### config.mk
export PLATFORM = sky130hd
export DESIGN_NAME = cordic_divide
export DESIGN_NICKNAME = d
export VERILOG_FILES = /design/src/rtl/cordic_pkg.sv /design/src/rtl/cordic_div_stage.sv /design/src/rtl/cordic_divide.sv
export SDC_FILE = /design/constraint.sdc
export NUM_CORES = 1
export LEC_CHECK = 0
export CORE_ASPECT_RATIO = 0.5
export CORE_MARGIN = 5
export CORE_UTILIZATION = 39
export CTS_CLUSTER_SIZE = 30
export DETAILED_ROUTE_END_ITERATION = 10
export PLACE_DENSITY = 0.63
export SYNTH_ARGS = -nofsm -noshare
export SYNTH_HDL_FRONTEND = slang
export SYNTH_HIERARCHICAL = 1
export SYNTH_SLANG_ARGS = --single-unit
### constraint.sdc
create_clock -name clk -period 6.01 [get_ports clk]
set_input_delay 0.601 -clock clk [delete_from_list [all_inputs] [get_ports clk]]
set_output_delay 0.601 -clock clk [all_outputs]
set_load 0.02 [all_outputs]
### src/rtl/cordic_pkg.sv
// cordic_pkg: shared defaults, FSM state type and Q-format limits for the CORDIC
// multiplier/divider pair.
package cordic_pkg;

  localparam int CORDIC_WL     = 16;
  localparam int CORDIC_FL     = 14;
  localparam int CORDIC_N_ITER = 15;

  typedef enum logic {
    IDLE = 1'b0,
    RUN  = 1'b1
  } state_t;

  localparam logic [CORDIC_WL-1:0] QMAX = 16'h7FFF;
  localparam logic [CORDIC_WL-1:0] QMIN = 16'h8000;

endpackage

### src/rtl/cordic_div_stage.sv
// cordic_div_stage: one combinational linear-vectoring iteration; the divider
// reuses this single instance on every RUN cycle.
module cordic_div_stage
  import cordic_pkg::*;
#(
  parameter int WL = CORDIC_WL,
  parameter int FL = CORDIC_FL,
  parameter int IW = 4
) (
  input  logic signed [WL+1:0] x,
  input  logic signed [WL+1:0] y,
  input  logic signed [WL-1:0] z,
  input  logic        [IW-1:0] i,
  output logic signed [WL+1:0] y_next,
  output logic signed [WL-1:0] z_next
);

  logic signed [WL+1:0] x_sh;
  logic signed [WL-1:0] step;

  always_comb begin
    x_sh = x >>> i;
    step = {{(WL-1){1'b0}}, 1'b1} << (FL - int'(i));
    // Steer y toward zero; z records the signed weight of each subtraction.
    if (y[WL+1] == x[WL+1]) begin
      y_next = y - x_sh;
      z_next = z + step;
    end else begin
      y_next = y + x_sh;
      z_next = z - step;
    end
  end

endmodule

### src/rtl/cordic_divide.sv
// cordic_divide: linear-vectoring CORDIC divider, out = in1 / in2 in signed Q2.14.
// Defining CORDIC_DIV_SAT_EN adds a load-time range check that saturates and sets err.
module cordic_divide
  import cordic_pkg::*;
#(
  parameter int WL     = CORDIC_WL,
  parameter int FL     = CORDIC_FL,
  parameter int N_ITER = CORDIC_N_ITER
) (
  input  logic          clk,
  input  logic          rst_n,
  input  logic          start,
  input  logic [WL-1:0] in1,
  input  logic [WL-1:0] in2,
  output logic [WL-1:0] out,
  output logic          done,
  output logic          busy,
  output logic          err
);

  localparam int IW = $clog2(N_ITER);

  // Handshake: start is accepted on any edge where the block is idle (busy=0,
  // including the cycle done is high); done pulses once, N_ITER clocks later,
  // with out/err valid and held until the next done.
  state_t               state;
  logic signed [WL+1:0] x, y, y_next;
  logic signed [WL-1:0] z, z_next;
  logic [IW-1:0]        iter;
  logic                 exc;
  logic [WL-1:0]        exc_val;
  logic                 load_exc;
  logic [WL-1:0]        load_val;

`ifdef CORDIC_DIV_SAT_EN
  logic [WL+1:0] mag1, mag2x2;

  always_comb begin
    mag1   = in1[WL-1] ? -{{2{in1[WL-1]}}, in1} : {{2{in1[WL-1]}}, in1};
    mag2x2 = (in2[WL-1] ? -{{2{in2[WL-1]}}, in2} : {{2{in2[WL-1]}}, in2}) << 1;
  end
`endif

  always_comb begin
    load_exc = 1'b0;
    load_val = '0;
    if (in2 == '0) begin
      load_exc = 1'b1;
      if (in1[WL-1])
        load_val = QMIN;
      else if (in1 != '0)
        load_val = QMAX;
    end
`ifdef CORDIC_DIV_SAT_EN
    else if (mag1 >= mag2x2) begin
      load_exc = 1'b1;
      load_val = (in1[WL-1] == in2[WL-1]) ? QMAX : QMIN;
    end
`endif
  end

  cordic_div_stage #(
    .WL (WL),
    .FL (FL),
    .IW (IW)
  ) u_stage (
    .x      (x),
    .y      (y),
    .z      (z),
    .i      (iter),
    .y_next (y_next),
    .z_next (z_next)
  );

  always_ff @(posedge clk or negedge rst_n) begin
    if (!rst_n) begin
      state   <= IDLE;
      x       <= '0;
      y       <= '0;
      z       <= '0;
      iter    <= '0;
      exc     <= 1'b0;
      exc_val <= '0;
      out     <= '0;
      done    <= 1'b0;
      busy    <= 1'b0;
      err     <= 1'b0;
    end else begin
      done <= 1'b0;
      case (state)
        IDLE: begin
          if (start) begin
            x       <= {{2{in2[WL-1]}}, in2};
            y       <= {{2{in1[WL-1]}}, in1};
            z       <= '0;
            iter    <= '0;
            exc     <= load_exc;
            exc_val <= load_val;
            busy    <= 1'b1;
            state   <= RUN;
          end
        end
        RUN: begin
          y    <= y_next;
          z    <= z_next;
          iter <= iter + 1'b1;
          if (iter == IW'(N_ITER - 1)) begin
            out   <= exc ? exc_val : z_next;
            err   <= exc;
            done  <= 1'b1;
            busy  <= 1'b0;
            state <= IDLE;
          end
        end
        default: state <= IDLE;
      endcase
    end
  end

endmodule

## Word-level counts from Yosys, hierarchy flattened

Index checks and enable logic that the tools add are counted.

| storage, ports and cells | value |
|---|---|
| bits in registers | 91 |
| output and inout bits | 19 |
| input port bits | 35 |
| logic and storage cells | 50 |

| operators by class | value |
|---|---|
| reduce and logical (&&, ||, !) cells | 5 |
| mux-type cells | 21 |
| equal/unequal tests | 4 |
| bitwise operators | 1 |
| shift operators | 2 |
| add/subtract/negate cells | 6 |

Operator list:

| cell | count |
|---|---|
| $mux W16 | 5 |
| $mux W18 | 2 |
| $pmux W18 S2 | 1 |
| $pmux W16 S2 | 1 |
| $shl A1 B32 Y16 const A | 1 |
| $add A18 B18 Y18 | 1 |
| $sshr A16 B4 Y18 | 1 |
| $sub A18 B18 Y18 | 1 |
| $add A16 B16 Y16 | 1 |
| $logic_not A16 Y1 | 1 |
| $reduce_bool A16 Y1 | 1 |
| $sub A16 B16 Y16 | 1 |
| $mux W15 | 1 |
| $pmux W4 S2 | 1 |
| $mux W1 | 7 |
| $reduce_and A2 Y1 | 3 |
| $sub A4 B4 Y5 const A | 1 |
| $add A4 B1 Y4 const B | 1 |
| $eq A4 B4 Y1 const B | 1 |
| $mux W4 | 1 |
| $pmux W1 S2 | 2 |
| $ne A2 B1 Y1 const B | 1 |
| $ne A2 B2 Y1 const B | 1 |
| $eq A1 B1 Y1 | 1 |
| $not A1 Y1 | 1 |

## Longest topological paths before layout

| depth | value |
|---|---|
| depth after elaboration | 5 |
| mapped depth | 24 |
| gate-level depth less buffers | 22 |

## Hierarchy

The synthesis kept the hierarchy.

Modules (own cells, without submodules):

| module | cells an instance | area an instance (sq um) | times used | seq. area each (sq um) |
|---|---|---|---|---|
| cordic_div_stage | 479 | 3429.5 | 1 | 0.0 |
| cordic_divide | 273 | 3250.6 | 1 | 1926.8 |

## Worst setup path after synthesis

Ideal clock, no wire load.

| timing | value |
|---|---|
| kind | flip-flop to flip-flop |
| start | reg iter[1] |
| end | reg y[17] |
| arrival time | 4572 ps |
| required time | 5875 ps |
| period minus slack after synthesis | 4707 ps |
| stages on the path, launching flop included | 25 |
| slack | 1303 ps |
| buffers on the path | 2 |
| setup time | 135 ps |
| cell sequence | dfrtp_1 buf_2 buf_4 mux2_2 or2_2 a21oi_1 a21oi_1 o21ai_0 ha_1 nand2_1 o32ai_1 a41o_1 and2_1 nor2_1 xnor2_1 ha_1 a21o_1 a21o_1 a21oi_1 a311oi_1 a221oi_1 a21oi_1 xor2_1 nand2_1 o21ai_0 |

| between the ends | value |
|---|---|
| word-level cells in the longest chain between the ends | 4 |
| elaborated cells between the ends (all ways) | 5 |
| classes of those cells | 2 x add/sub; 1 x shift; 2 x mux |

RTL lines:

| item | RTL line | source |
|---|---|---|
| start, declared | cordic_divide.sv:29 | `logic [IW-1:0] iter;` |
| start signal, assigned | cordic_divide.sv:106 | `iter <= iter + 1'b1;` |
| $sshr A16 B4 Y18 * | cordic_div_stage.sv:22 | `x_sh = x >>> i;` |
| $add A18 B18 Y18 or $sub A18 B18 Y18 (tied branches) | cordic_div_stage.sv:29, cordic_div_stage.sv:26 |  |
| $mux W18 * | cordic_div_stage.sv:25 | `if (y[WL+1] == x[WL+1]) begin` |
| via y_next[17] | cordic_divide.sv:27 | `logic signed [WL+1:0] x, y, y_next;` |
| $pmux W18 S2 * | cordic_divide.sv:90 | `case (state)` |
| end signal, assigned | cordic_divide.sv:94 | `y <= {{2{in1[WL-1]}}, in1};` |
| end signal, assigned | cordic_divide.sv:104 | `y <= y_next;` |
| end, declared | cordic_divide.sv:27 |  |

Mark *: on every way through the listed nets, which the timed path passes. The rest lies on a longest branch.
A chain may end at the register's enable or synchronous reset.

## Worst setup path in the final report

| timing | value |
|---|---|
| start | reg iter[1] |
| end | reg out[15] |

| between the ends | value |
|---|---|
| word-level cells in the longest chain between the ends | 5 |
| elaborated cells between the ends (all ways) | 8 |
| classes of those cells | 3 x add/sub; 1 x eq/ne; 1 x shift; 2 x mux; 1 x reduce/logical |

RTL lines:

| item | RTL line | source |
|---|---|---|
| $sub A4 B4 Y5 * | cordic_div_stage.sv:23 | `step = {{(WL-1){1'b0}}, 1'b1} << (FL - int'(i));` |
| $shl A1 B32 Y16 * | cordic_div_stage.sv:23 |  |
| $sub A16 B16 Y16 or $add A16 B16 Y16 (tied branches) | cordic_div_stage.sv:30, cordic_div_stage.sv:27 |  |
| $mux W16 * | cordic_div_stage.sv:25 |  |
| via z_next[15] | cordic_divide.sv:28 | `logic signed [WL-1:0] z, z_next;` |
| $mux W16 * | cordic_divide.sv:108 | `out <= exc ? exc_val : z_next;` |
| end signal, assigned | cordic_divide.sv:108 |  |
| end, declared | cordic_divide.sv:15 | `output logic [WL-1:0] out,` |

Marks and branches as above.

==> run metrics <==
status completed; synthesized area 0.00668 mm^2; clk_lat worst skew 0.35 ns; max-slew violations 0; post-layout minimum cycle time 5.52 ns; Most used DFF post-synth dfrtp_1; initial DRC count 366; Yosys reg bits 77; number of CTS-inserted buffers 9; drt drc 0; port bufs 53; Final nets 867; WL final 17000 um; fmax 0.181 GHz; WP data required 6.26 ns; Post-Syn Area per Cell 8.88 um^2; drt first pass iters 5; max_cap viols 0; Core Rows 33; RSZ-0062 raised after global routing false; Post-DRT Antenna Nets 0; Hold WC Path Type in -> async; Critical R2R Launch iter[1]; Inserted Diodes 0; Post-CTS Setup Bufs 0; FFs w/ async S/R, synth 100%; TritonCTS clock tree done; clk_skew 0.0106 ns; syn_nets 833; Critical Path Start Type register; worst setup path startpoint iter[1]; HPWL Detailed 12500 um; core box area 0.0166 mm^2; Critical Path Fanout Max 22; Remaining Overflow, GRT 0; Synth Instances 752; IO Count 54; fillers 1637; # resized after CTS 0; total number of vias 5743; Fin. Hold Viols 0; Clock Tree Root clkbuf_16; worst setup path class reg -> reg; share of cells above drive strength 1 9.61%; number of flops mapped to enable cells by yosys 0; Netlist cell types 69; number of global-route vias before repair 5686; Final WS setup 0.486 ns; H-Tree Depth 3; area grow syn2layout 14.4%; top-count cell post-synth nand2_1; top cells by area, synth dfrtp_1 (29%), ha_1 (8.2%), mux2i_1 (6.9%), o21ai_0 (5.2%), a21oi_1 (5.0%); Vias/cell 5.64; Die Y 103 um; Total GRT Usage 17.5%; Worst Tran Pin Value 1.16 ns; clock sinks 77; commonest cells in the synthesized netlist nand2_1 (83), dfrtp_1 (77), o21ai_0 (70); final setup fails 0; sequential area share after synthesis 28.8%; Starting Density 40.2%; Rel. slew slack 22.2%; CP Capture Type register; Bufs on Longest Clock Path 2; die area 0.0200 mm^2; yosys synthesis warning count 6; Die W 195 um; global-route wire length before repair 29000 um; dpl ws 0.600 ns; placer congestion estimate 0.933; period utilization 91.9%; Synth top area share 28.8%; largest net degree at the start of global routing 60; top cell type by total area after synthesis dfrtp_1; initial antenna violation count 0; Worst-path clk slew 0.07 ns; # hold bufs at CTS 0; setup TNS 0 ns; DR WL/cell 16.7 um; worst path arrival time 5.78 ns
## metal layers
metal  wire (um)  vias up  track usage (%)
met5           0        -                0
met1        8420     2782             24.8
met2        7770      120             28.9
met3         626       12             2.74
li1            -     2829                -
met4         155        0             3.91
## sequential cells by signal (all words and copies together) (netlist names)
register	flops
y	18
out	16
x	16
z	16
iter	4
exc_val	2
busy	1
done	1
err	1
exc	1
state	1
## worst max-delay path, cell delays in order (launching register included)
cell and delay (ns):
dfrtp_1 0.56, buf_4 0.33, ha_1 0.28, xnor2_1 0.81, nor2_1 0.28, nand2_1 0.17
ha_1 0.31, nand2b_1 0.25, o21ai_0 0.11, a221oi_1 0.40, ha_1 0.32, a21oi_1 0.20
o21ai_0 0.23, nand3_1 0.17, nand4_1 0.13, a31o_2 0.26, a21oi_1 0.17, xnor2_1 0.17
mux2i_1 0.10, o21ai_0 0.15
## cell families after synthesis
logic type | after synthesis | synth area share, %
AND/OR/NAND/NOR | 207 | 14.9
multiplexers | 78 | 14.9
XOR/XNOR | 50 | 6.56
buffers and inverters | 65 | 4.61
adder cells (fa/ha/maj) | 46 | 8.84
AO/OA/AOI/OAI | 229 | 21.4
flip-flops | 77 | 28.8
## cell usage in the layout (no fill, tap or decap), types with 5 or more instances in the layout
| master | Yosys | layout |
|---|---|---|
| a21oi_1 | 67 | 67 |
| nor4_1 | 7 | 7 |
| mux2_4 | 16 | 16 |
| o21a_1 | 8 | 8 |
| dfrtp_1 | 77 | 77 |
| xnor2_1 | 33 | 33 |
| o21ai_0 | 70 | 70 |
| a22o_1 | 17 | 17 |
| xor2_1 | 17 | 17 |
| nand3_1 | 22 | 22 |
| mux2i_1 | 46 | 46 |
| buf_4 | 6 | 11 |
| inv_1 | 24 | 24 |
| ha_1 | 44 | 44 |
| a21o_1 | 7 | 7 |
| nand2_1 | 83 | 83 |
| clkbuf_16 | 0 | 9 |
| nor2_1 | 40 | 40 |
| mux4_2 | 10 | 10 |
| nor3_1 | 14 | 14 |
| mux2_2 | 5 | 5 |
| o31ai_1 | 8 | 8 |
| and2_1 | 7 | 7 |
| and3_1 | 5 | 5 |
| clkdlybuf4s50_1 | 0 | 52 |
| nand2b_1 | 6 | 6 |
## final cells by class
| class | count | area (um^2) | area share, % |
|---|---|---|---|
| clock buffer | 9 | 225 | 2.95 |
| clock inverter | 7 | 63.8 | 0.835 |
| inverter | 25 | 93.8 | 1.23 |
| multi-input combinational | 610 | 4450 | 58.2 |
| sequential | 77 | 1930 | 25.2 |
| tap | 227 | 284 | 3.72 |
| timing repair buffer | 63 | 603 | 7.89 |
## final timing paths
path | slack [ns] | to | cells past startpoint
setup reg to reg | 0.49 | out[15] | 19
hold reg to reg | 0.48 | out[3] | 2
min in group clk | 0.48 | out[3] | 2
hold / removal | 0.14 | y[17] | 1
max in group asynchronous | 4.81 | z[4] | 2
setup / recovery | 0.49 | out[15] | 19
## stage by stage
stage                     hold WS (ns)  cell area, um^2  utilization (%)  cells
after floorplan                  0.305             6680                -    752
after global placement           0.463             7350             44.3   1002
after detailed placement         0.470             7350             44.3   1002
after CTS                        0.139             7640             46.0   1018
after global routing             0.151             7640             46.0   1018
final                            0.137             7640             46.0   1018
Power is left out: the tool's default activity adds up to more than one toggle a clock period on the data nets, which glitch-free logic cannot reach.
